<file path="src/rtl/accumulator_bank_pkg.sv">
// accumulator_bank_pkg: shared state encoding, default widths and operand extension
package accumulator_bank_pkg;
   localparam int DEF_DATA_W = 64;
   localparam int DEF_ACC_W  = 72;
   localparam int MAX_W      = 256;
   typedef enum logic [0:0] {ST_ACC = 1'b0, ST_DUMP = 1'b1} state_e;
   function automatic logic [MAX_W-1:0] sign_ext(input logic [MAX_W-1:0] d, input int w, input logic sgn);
      logic [MAX_W-1:0] r;
      for (int i = 0; i < MAX_W; i++) r[i] = (i < w) ? d[i] : (sgn & d[w-1]);
      return r;
   endfunction
endpackage

</file>
<file path="src/rtl/acc_sat_add.sv">
// acc_sat_add: accumulator adder with overflow detect; ACC_SATURATE_EN selects clamp, else wrap
module acc_sat_add
   import accumulator_bank_pkg::*;
#(
   parameter int ACC_W = DEF_ACC_W
) (
   input  logic [ACC_W-1:0] acc,
   input  logic [ACC_W-1:0] ext_data,
   input  logic             signed_mode,
   output logic [ACC_W-1:0] result,
   output logic             ovf
);
   logic [ACC_W:0] sum;
   always_comb begin
      sum = {1'b0, acc} + {1'b0, ext_data};
      // signed overflow: operands share a sign that the truncated sum does not
      ovf = signed_mode ? ((acc[ACC_W-1] == ext_data[ACC_W-1]) && (sum[ACC_W-1] != acc[ACC_W-1])) : sum[ACC_W];
`ifdef ACC_SATURATE_EN
      result = !ovf ? sum[ACC_W-1:0] :
               !signed_mode ? {ACC_W{1'b1}} :
               acc[ACC_W-1] ? {1'b1, {(ACC_W-1){1'b0}}} : {1'b0, {(ACC_W-1){1'b1}}};
`else
      result = sum[ACC_W-1:0];
`endif
   end
endmodule

</file>
<file path="src/rtl/accumulator_bank.sv">
// accumulator_bank: NUM_CH wide accumulators with sticky overflow and a clear-on-read dump stream.
// Saturation is enabled by ACC_SATURATE_EN; otherwise sums wrap and only flag overflow.
module accumulator_bank
   import accumulator_bank_pkg::*;
#(
   parameter int DATA_W = DEF_DATA_W,
   parameter int ACC_W  = DEF_ACC_W,
   parameter int NUM_CH = 4,
   localparam int CH_W  = $clog2(NUM_CH)
) (
   input  logic              clk,
   input  logic              reset_n,
   input  logic              clear,
   input  logic              signed_mode,
   input  logic              in_valid,
   output logic              in_ready,
   input  logic [CH_W-1:0]   in_ch,
   input  logic [DATA_W-1:0] in_data,
   input  logic              dump_req,
   output logic              out_valid,
   input  logic              out_ready,
   output logic [CH_W-1:0]   out_ch,
   output logic [ACC_W-1:0]  out_data,
   output logic              out_ovf,
   output logic              busy
);
   state_e             state_q, state_d;
   logic [CH_W-1:0]    idx_q, idx_d;
   logic [ACC_W-1:0]   acc_q [NUM_CH];
   logic [ACC_W-1:0]   acc_d [NUM_CH];
   logic [NUM_CH-1:0]  ovf_q, ovf_d;
   logic               dump, in_ch_ok, in_fire, last, add_ovf;
   logic [ACC_W-1:0]   acc_sel, ext_d, add_res;

   assign dump      = (state_q == ST_DUMP);
   assign in_ready  = reset_n && !dump && !clear;
   assign in_ch_ok  = {1'b0, in_ch} < (CH_W+1)'(NUM_CH);
   assign in_fire   = in_valid && in_ready && in_ch_ok;
   assign last      = (idx_q == CH_W'(NUM_CH-1));
   assign acc_sel   = in_ch_ok ? acc_q[in_ch] : '0;
   assign ext_d     = ACC_W'(sign_ext(MAX_W'(in_data), DATA_W, signed_mode));
   assign out_valid = dump;
   assign busy      = dump;
   assign out_ch    = dump ? idx_q : '0;
   assign out_data  = dump ? acc_q[idx_q] : '0;
   assign out_ovf   = dump && ovf_q[idx_q];

   // one adder serves every channel since at most one is written per cycle
   acc_sat_add #(.ACC_W(ACC_W)) u_add (
      .acc         (acc_sel),
      .ext_data    (ext_d),
      .signed_mode (signed_mode),
      .result      (add_res),
      .ovf         (add_ovf)
   );

   always_comb begin
      state_d = state_q;
      idx_d   = idx_q;
      acc_d   = acc_q;
      ovf_d   = ovf_q;
      if (clear) begin
         state_d = ST_ACC;
         idx_d   = '0;
         acc_d   = '{default: '0};
         ovf_d   = '0;
      end else if (!dump) begin
         if (in_fire) begin
            acc_d[in_ch] = add_res;
            ovf_d[in_ch] = ovf_q[in_ch] | add_ovf;
         end
         state_d = dump_req ? ST_DUMP : ST_ACC;
         idx_d   = '0;
      end else if (out_ready) begin
         acc_d[idx_q] = '0;
         ovf_d[idx_q] = 1'b0;
         idx_d        = last ? '0 : idx_q + 1'b1;
         state_d      = last ? ST_ACC : ST_DUMP;
      end
   end

   always_ff @(posedge clk or negedge reset_n) begin
      if (!reset_n) begin
         state_q <= ST_ACC;
         idx_q   <= '0;
         acc_q   <= '{default: '0};
         ovf_q   <= '0;
      end else begin
         state_q <= state_d;
         idx_q   <= idx_d;
         acc_q   <= acc_d;
         ovf_q   <= ovf_d;
      end
   end
endmodule

</file>
<file path="config.mk">
export PLATFORM = sky130hd
export DESIGN_NAME = accumulator_bank
export DESIGN_NICKNAME = d
export VERILOG_FILES = /design/src/rtl/accumulator_bank_pkg.sv /design/src/rtl/acc_sat_add.sv /design/src/rtl/accumulator_bank.sv
export SDC_FILE = /design/constraint.sdc
export NUM_CORES = 1
export LEC_CHECK = 0
export ABC_AREA = 1
export CAP_MARGIN = 20
export CELL_PAD_IN_SITES_DETAIL_PLACEMENT = 0
export CELL_PAD_IN_SITES_GLOBAL_PLACEMENT = 2
export CORE_ASPECT_RATIO = 0.75
export CORE_MARGIN = 5
export CORE_UTILIZATION = 34
export CTS_CLUSTER_DIAMETER = 60
export CTS_CLUSTER_SIZE = 24
export DETAILED_ROUTE_END_ITERATION = 10
export PLACE_DENSITY_LB_ADDON = 0.1
export SLEW_MARGIN = 20
export SYNTH_ARGS = -nofsm -noshare
export SYNTH_HDL_FRONTEND = slang
export SYNTH_SLANG_ARGS = --single-unit
</file>
<file path="constraint.sdc">
create_clock -name clk -period 3.15 [get_ports clk]
set_input_delay 0.4725 -clock clk [delete_from_list [all_inputs] [get_ports clk]]
set_output_delay 0.4725 -clock clk [all_outputs]
set_load 0.01 [all_outputs]
</file>
[Yosys cells after proc, flatten, opt, wreduce, memory -nomap -nowiden]
Index checks and enable logic that the tools add are counted.
Word-level totals
  logic and storage cells: 82
  flip-flop bits (word level): 295
  input port bits: 73
Operators by class
  order comparisons: 8
  eq/ne operators: 4
  multiplexer cells: 40
  reduce and logical (&&, ||, !) cells: 13
  bitwise operators: 8
  $add $sub $neg: 2
Operators with widths (number)
  two-way mux 288 bit: 4
  two-way mux 72 bit: 7
  bitwise AND 288 bit: 1
  binary-select mux 72 bit (select 2 bit): 2
  bitwise mux 288 bit: 1
  demux 72 bit (select 2 bit): 2
  NOT 288 bit: 1
  adder 72 x 72 -> 73 bit: 1
  two-way mux 4 bit: 4
  two-way mux 1 bit: 10
  two-way mux 2 bit: 5
  logical AND 1 bit: 9
  >= comparator 3 bit, second input constant: 2
  < comparator 2 x 3 -> 1 bit, second input constant: 2
  < comparator 3 x 1 -> 1 bit, second input constant: 2
  NOT 2 -> 3 bit: 2
  bitwise AND 4 bit: 1
  binary-select mux 1 bit (select 2 bit): 2
  bitwise mux 4 bit: 1
  demux 1 bit (select 2 bit): 2
  >= comparator 2 x 1 -> 1 bit, second input constant: 2
  NOT 4 bit: 1
  inequality test 3 bit, second input constant: 1
  nonzero test 3 bit: 1
  8 further kinds: 9

[Longest topological paths before layout]
Gate-level depths: netlist of run 1.
  word-level depth: 13
  mapped depth: 29

[Modules after synthesis]
Synthesis of run 1 repeated with hierarchy kept, for this count alone.
Unflattened totals
  cell total of the unflattened synthesis: 3795
  area, all modules: 24882.6 sq um
By module, submodules not included
  accumulator_bank: cells each 2721, instances 1, area an instance 19158.4 sq um, sequential area each 7382.1 sq um
  acc_sat_add: cells each 1074, instances 1, area an instance 5724.2 sq um, sequential area each 0.0 sq um

[Worst setup path after synthesis of run 1]
OpenSTA, ideal clock, no wires.
  path type: input port to flip-flop
  start point: input in_ch[1]
  end point: register acc_q[194] in the netlist's numbering
  setup time: 0.129 ns
  arrival: 3.429 ns
  stages on the path: 24
  setup slack: -0.408 ns
  path buffers: 2
  cells stage by stage: inv_1 nand2_1 clkbuf_1 clkbuf_1 o22ai_1 a21oi_1 o21ai_0 ha_1 fa_1 nand2_1 nand2_2 o21ai_4 o21ai_4 a21oi_2 inv_1 nand3_1 nand3_1 nand2_1 nand2_1 or2_4 nand3_1 nand2_1 nand2_1 o21ai_1
On the way
  word-level cells in the longest chain between the ends: 9
  elaborated cells on any way between the ends: 14
  those cells by class: 1 x add/sub; 2 x order compare; 9 x mux; 1 x bitwise; 1 x reduce/logical
Ends and longest elaborated chain
  start, declared: line accumulator_bank.sv:17  | input logic [CH_W-1:0] in_ch,
  NOT 2 -> 3 bit (not written as such) (*): line accumulator_bank.sv:40, accumulator_bank.sv:69
  binary-select mux 72 bit (select 2 bit) (tied with other cells): line accumulator_bank.sv:40  | assign acc_sel = in_ch_ok ? acc_q[in_ch] : '0;
  two-way mux 72 bit (not written as such) / logical AND 1 bit (equally long branches): line accumulator_bank.sv:40, accumulator_bank.sv:69
  two-way mux 72 bit, on equally long branches: line accumulator_bank.sv:40, accumulator_bank.sv:69
  adder 72 x 72 -> 73 bit / demux 72 bit (select 2 bit) (equally long branches): line acc_sat_add.sv:15, accumulator_bank.sv:69
  bitwise mux 288 bit (*): line accumulator_bank.sv:69  | acc_d[in_ch] = add_res;
  two-way mux 288 bit (*): line accumulator_bank.sv:68  | if (in_fire) begin
  two-way mux 288 bit (*): line accumulator_bank.sv:67  | end else if (!dump) begin
  two-way mux 288 bit (*): line accumulator_bank.sv:62  | if (clear) begin
  end signal, assigned: line accumulator_bank.sv:86  | acc_q <= '{default: '0};
  end signal, assigned: line accumulator_bank.sv:91  | acc_q <= acc_d;
  end, declared: line accumulator_bank.sv:29  | logic [ACC_W-1:0] acc_q [NUM_CH];
Every way passes the cells marked *; elsewhere a longest branch is shown, timed or not. The select of a mux whose other input is x is not followed.
A chain may end at the register's enable or synchronous reset.

[Final worst setup path of run 1]
  start point: register acc_q[183] in the netlist's numbering
  end point: register acc_q[213] in the netlist's numbering
On the way
  word-level cells in the longest chain between the ends: 8
Ends and longest elaborated chain
  binary-select mux 72 bit (select 2 bit): line accumulator_bank.sv:40
  two-way mux 72 bit (not written as such) (2 in series): line accumulator_bank.sv:40
  adder 72 x 72 -> 73 bit: line acc_sat_add.sv:15  | sum = {1'b0, acc} + {1'b0, ext_data};
  bitwise mux 288 bit: line accumulator_bank.sv:69
  two-way mux 288 bit: line accumulator_bank.sv:68
  two-way mux 288 bit: line accumulator_bank.sv:67
  two-way mux 288 bit: line accumulator_bank.sv:62
No other way between the ends. The select of a mux whose other input is x is not followed.

==> results of run 1 <==
cells by family (layout without fill, tap and decap cells):
| kind of cell | Yosys count | after routing |
|---|---|---|
| and+or+nand+nor | 1433 | 1433 |
| AOI/OAI and AO/OA | 1400 | 1400 |
| buffers and inverters | 629 | 1539 |
| DFF | 295 | 295 |
| other | 0 | 2 |
| xor gates and xnor gates | 37 | 37 |
| adders and majority gates | 77 | 77 |
worst max-delay path, stage by stage (launching register included):
cell and delay, ns:
dfrtp_1 0.40, a22oi_2 0.28, o221ai_1 0.16, buf_4 0.20, ha_4 0.31, nand2_4 0.09, nor2_4 0.16, inv_2 0.07
buf_4 0.14, nor2_4 0.08, inv_2 0.06, nor2_4 0.10, nand2_2 0.06, inv_2 0.05, nand4_1 0.26, nand4_1 0.29
buf_6 0.15, nand3_1 0.08, nand2_1 0.08, nand3_1 0.06, nand2_1 0.06
cell usage after synthesis (3+ instances only):
cell type and number:
ha_1 76, nand3b_1 10, or2_1 11, nand3_1 301, a22oi_1 49, nor2_1 243
clkbuf_1 190, o22ai_1 77, a21oi_1 479, dfrtp_1 295, xnor2_1 17, o21a_1 9
o221ai_1 25, a21boi_0 3, buf_1 25, nor2_2 18, inv_1 342, o21ai_1 132
nand3b_2 3, inv_2 32, a21oi_4 6, xor2_1 16, nor3_1 15, o21ai_2 6
a21boi_1 4, buf_2 26, nand2_2 13, nand3_2 7, or2_2 5, a221o_1 6
nand2_4 3, a21oi_2 9, a21boi_2 4, o21bai_1 6, buf_4 10, nand4_1 17
buf_6 3, o21ai_0 575, nand2_1 778
power by group:
part | internal, mW | switching, mW | total [mW]
Clock | 2.71 | 2.17 | 4.88
Sequential | 4.39 | 0.385 | 4.78
Combinational | 4.91 | 6.78 | 11.7
Total | 12.0 | 9.33 | 21.3
layer usage:
metal | GRT usage (%) | vias up | share of wire (%)
li1 | - | 15000 | -
met1 | 52.8 | 16300 | 45
met2 | 50.6 | 1890 | 41
met3 | 8.19 | 299 | 11
met4 | 9.82 | 0 | 3.0
met5 | 0 | - | 0
metrics by stage:
stage / std cells / setup slack [ns] / area, um2 / power [mW]
CTS: 5652 / -0.0278 / 37300 / 19.8
floorplan: 3871 / -0.0380 / 25000 / 8.86
global placement: 5533 / -1.57 / 33300 / 13.7
global route: 5738 / -0.205 / 40600 / 22.2
detailed placement: 5533 / -1.57 / 33300 / 13.8
finish: 5740 / -0.0681 / 40600 / 21.3
worst paths after layout:
check	to	cells after the start	startpoint	slack, ns
max	acc_q[213]	20	acc_q[183]	-0.07
min	acc_q[11]	2	reset_n	0.37
max reg2reg	acc_q[213]	20	acc_q[183]	-0.07
min reg2reg	acc_q[202]	2	acc_q[202]	0.48
max in group asynchronous	acc_q[181]	3	reset_n	1.43
min in group clk	busy	3	dump_req	0.44
layout make-up:
type / instances / area (um2) / share of cell area, %
inverter: 375 / 1480 / 3.66
tap: 957 / 1200 / 2.95
sequential: 295 / 7390 / 18.2
clock inverter: 26 / 332 / 0.817
antenna: 2 / 5.00 / 0.0123
multi-input combinational: 2947 / 19300 / 47.7
timing repair buffer: 1094 / 9820 / 24.2
clock buffer: 44 / 1000 / 2.48
registers in the layout, summed over array words and instances, names as in the netlist:
name / flops
ovf_q: 4
acc_q: 288
idx_q: 2
busy: 1
timing repair:
| item | CTS | global route |
|---|---|---|
| cloned | 3 | 11 |
| pin swaps | 139 | 250 |
| hold endpoints to repair | 22 | 0 |
| resized for setup | 588 | 617 |
| setup endpoints to repair | 337 | 254 |
| setup buffers | 47 | 80 |
| hold buffers | 1 | 0 |
==> results_dict.tcl, run 1 <==
set metrics [dict create \
    status "finished, violations left" \
    failed_checks "negative setup slack" \
    syn_area_um2 24900 \
    synthDistinctLibCells 56 \
    syn_area_per_cell_um2 6.43 \
    coreArea_um2 72200 \
    layout_setup_ws_ns -0.0681 \
    syn_nets 4021 \
    ys_seq_elements 295 \
    hold_viol 0 \
    post-route-period-util_pct 102 \
    maxCapViolations 0 \
    gp_congestion 0.988 \
    dieWidth_um 322 \
    period_minus_slack_ns 3.22 \
    wl_per_cell_um 26.1 \
    worst_setup_path_start_kind "flip-flop" \
    cts.sinks 295 \
    start_util_pct 34.5 \
    synth_top_area_share_pct 29.7 \
    syn_to_final_growth_pct 63.0 \
    synth_xor_area_share_pct 1.42 \
    final_nets 4901 \
    die-area_um2 78800 \
    layout-drive-gt1-share_pct 38.7 \
    grt_pass1_vias 31600 \
    drc 0 \
    holdCritPathClass "in2async" \
    synthMuxAreaShare_pct 0 \
    path_class "reg2reg" \
    cts_root_buf "clkbuf_16" \
    track_usage_pct 35.3 \
    ir_drop_mv 0.419 \
    synthTopCellsByArea "dfrtp_1, nand2_1, o21ai_0" \
    port_buffers 150 \
    async_flop_share_pct 100 \
    drt_iter0_markers 3686 \
    slew_headroom_pct 28.0 \
    worstMarginPinSlew_ns 1.07 \
    synth_compound_area_share_pct 30.6 \
    final_util_pct 56.2 \
    fillers 6755 \
    setup_violations 12 \
    max_freq_mhz 311 \
    synthFlopType "dfrtp_1" \
    critPathRequiredTime_ns 3.69 \
    setup_tns_ns -0.319 \
    cts_tree "done" \
    endpoint_kind "flip-flop" \
    whs_ns 0.370 \
    grt_max_degree 147 \
    arrival_ns 3.75 \
    grt-ovfl-total 0 \
    synth_cells 3871 \
    die_y_um 244 \
    rows 85 \
    htreeDepth 2 \
    grt_pass1_wl_um 210000 \
    crit_fanout 4 \
    finalClockSkew_ns 0.0378 \
    ys_seq_area_share_pct 29.7 \
    maxSlewViolCount 0 \
    vias 33400 \
    synthAdderAreaFrac_pct 3.90 \
    clkTransAtPathRegs_ns 0.07 \
    clk_latency_ns 0.62 \
    synth_largest_area_cell "dfrtp_1" \
    synth-edff-count 0 \
    antenna_found_initial 4 \
    final_cell_mix "buf_4, nand2_1, o21ai_0, a21oi_1, dfrtp_1" \
    finalWirelength_um 150000 \
    cts_made_buffers 38 \
    firstDrtPassIters 6 \
    grt_setup_unrepaired "true" \
    yosys.area_share.simple_pct 24.6 \
    dp_hpwl_um 104000 \
    viasPerCell 5.82 \
    leakagePower_nw 18.1 \
    synth_top_family_by_area "compound AO/OA/AOI/OAI gates" \
    clockBufferDepth 3 \
    final_antenna_net_count 0 \
    final_common_cell "buf_4" \
    io_pins 151 \
    p_per_area_nw_per_um2 526 \
    yosysWarnings 0 \
]
(Power assumes the default switching activity.)
==> run 2, diff against run 1 <==
--- a/config.mk
+++ b/config.mk
@@ -15,8 +15,8 @@
 export CTS_CLUSTER_DIAMETER = 60
 export CTS_CLUSTER_SIZE = 24
 export DETAILED_ROUTE_END_ITERATION = 10
+export GPL_ROUTABILITY_DRIVEN = 0
 export PLACE_DENSITY_LB_ADDON = 0.1
-export SLEW_MARGIN = 20
 export SYNTH_ARGS = -nofsm -noshare
 export SYNTH_HDL_FRONTEND = slang
 export SYNTH_SLANG_ARGS = --single-unit
==> run 2 against run 1 <==
Hold slack got worse by 0.31 ns. Global-route usage shrank 0.59 points. Register-to-register slack improved by 0.02 ns. Total power down 4.5%. The flow still finishes with violations (negative setup slack). Clock-buffer cell count grew 1. Largest power group unchanged. Clock skew up 0.018 ns.
==> results_dict.tcl, run 2 (synthesis results as in run 1) <==
set metrics [dict create \
    max_freq_mhz 308 \
    final_nets 4803 \
    antenna_found_initial 4 \
    clk_latency_ns 0.63 \
    reg_top3 "acc_q: 288 flops, ovf_q: 4 flops, idx_q: 2 flops" \
    coreArea_um2 72200 \
    rows 85 \
    worstMarginPinSlew_ns 1.05 \
    hold_buffers 0 \
    finalClockSkew_ns 0.0559 \
    cp.depth 26 \
    largest-register "acc_q" \
    cts_made_buffers 38 \
    ir_drop_mv 0.395 \
    syn_to_final_growth_pct 55.6 \
    crit_start "in_ch[1]" \
    postPlaceCellArea_um2 32700 \
    setup_violations 50 \
    crit_slowest_cell "a221o_1" \
    drt_iter0_markers 4005 \
    r2r-start "acc_q[167]" \
    layout_setup_ws_ns -0.0942 \
    rr_endpoint "acc_q[196]" \
    clockBufferDepth 3 \
    crit_family "simple AND/OR/NAND/NOR gates" \
    track_usage_pct 34.7 \
    worst-path-buf-inv 9 \
    vias 32900 \
    fillers 6819 \
    dieWidth_um 322 \
    final_cell_mix "buf_4, nand2_1, o21ai_0, a21oi_1, inv_1" \
    firstDrtPassIters 6 \
    endpoint_kind "flip-flop" \
    critPathRequiredTime_ns 3.64 \
    largest_reg_flops 288 \
    maxSlewViolCount 0 \
    cts_root_buf "clkbuf_16" \
    crit_fanout 8 \
    cts.sinks 295 \
    arrival_ns 3.74 \
    grt-ovfl-total 0 \
    setup_tns_ns -1.36 \
    period_minus_slack_ns 3.24 \
    dp_hpwl_um 96800 \
    wl_per_cell_um 25.4 \
    grt_pass1_wl_um 207000 \
    clkTransAtPathRegs_ns 0.07 \
    critical_path.endpoint "acc_q[137]" \
    hold_viol 0 \
    start_util_pct 34.5 \
    final_antenna_net_count 0 \
    pre_cts_slack_ns -1.56 \
    whs_ns 0.0603 \
    layout-drive-gt1-share_pct 34.6 \
    status "finished, violations left" \
    finalWirelength_um 144000 \
    multi_input_area_um2 18400 \
    path_class "in2reg" \
    r2r_setup_slack_ns -0.05 \
    seq_area_um2 7390 \
    final_util_pct 53.6 \
    grt_setup_unrepaired "true" \
    final_common_cell "buf_4" \
    worst_setup_path_start_kind "input pin" \
    r2r_cells 19 \
    p_per_area_nw_per_um2 526 \
    htreeDepth 2 \
    grt_pass1_vias 31700 \
    grt_max_degree 105 \
    die-area_um2 78800 \
    io_pins 151 \
    failed_checks "negative setup slack" \
    die_y_um 244 \
    viasPerCell 5.84 \
    holdCritPathClass "in2async" \
    post-route-period-util_pct 103 \
    drc 0 \
    critPathMostFrequentCell "nand2_1" \
    leakagePower_nw 16.8 \
    port_buffers 150 \
    maxCapViolations 0 \
    slew_headroom_pct 29.7 \
    cts_tree "done" \
    design_area_um2 38700 \
    slowest_delay_ns 0.31 \
]
## run 2: how the worst min path moves through the flow
stage | end | cells past startpoint | slack, ns
after floorplan | acc_q[0] | 0 | 0.18
after global placement | acc_q[128] | 2 | 0.46
after detailed placement | acc_q[106] | 2 | 0.46
after CTS | acc_q[183] | 2 | 0.05
after global routing | acc_q[183] | 2 | 0.11
final | idx_q[0] | 2 | 0.06
## run 2: per-stage QoR
stage          instances  power, mW
2_1_floorplan       3871       8.86
3_5_place_dp        5456       13.5
5_1_grt             5640       21.3
3_3_place_gp        5456       13.3
6_report            5640       20.4
4_1_cts             5588       19.3
## run 2: area by class of cell
| cell class | instances | share of cell area [%] |
|---|---|---|
| diodes | 1 | 0.00646 |
| clock buffers | 45 | 2.66 |
| clock inverters | 24 | 0.775 |
| inverters | 375 | 3.73 |
| multi-input cells | 2947 | 47.5 |
| flip-flops and latches | 295 | 19.1 |
| well taps | 957 | 3.09 |
| repair buffers | 996 | 23.1 |
## run 2: per-layer routing
| layer | share of wire, % | GRT usage [%] | vias to the layer above |
|---|---|---|---|
| li1 | - | - | 14700 |
| met1 | 44 | 51.0 | 16000 |
| met2 | 42 | 51.1 | 1881 |
| met3 | 11 | 7.48 | 284 |
| met4 | 3.1 | 10.1 | 2 |
| met5 | 0.0091 | 0 | - |
## run 2: power by group
group          leakage, nW  switching [mW]  internal [mW]
combinational         12.2            6.24           4.52
clock                0.640            2.22           2.61
sequential            3.96           0.395           4.39
total                 16.8            8.85           11.5
## run 2: timing repair
item / CTS / global route
buffers inserted: 59 / 48
pin swaps: 117 / 136
endpoints found under the setup margin: 310 / 258
cloned: 8 / 3
resized for setup: 492 / 398
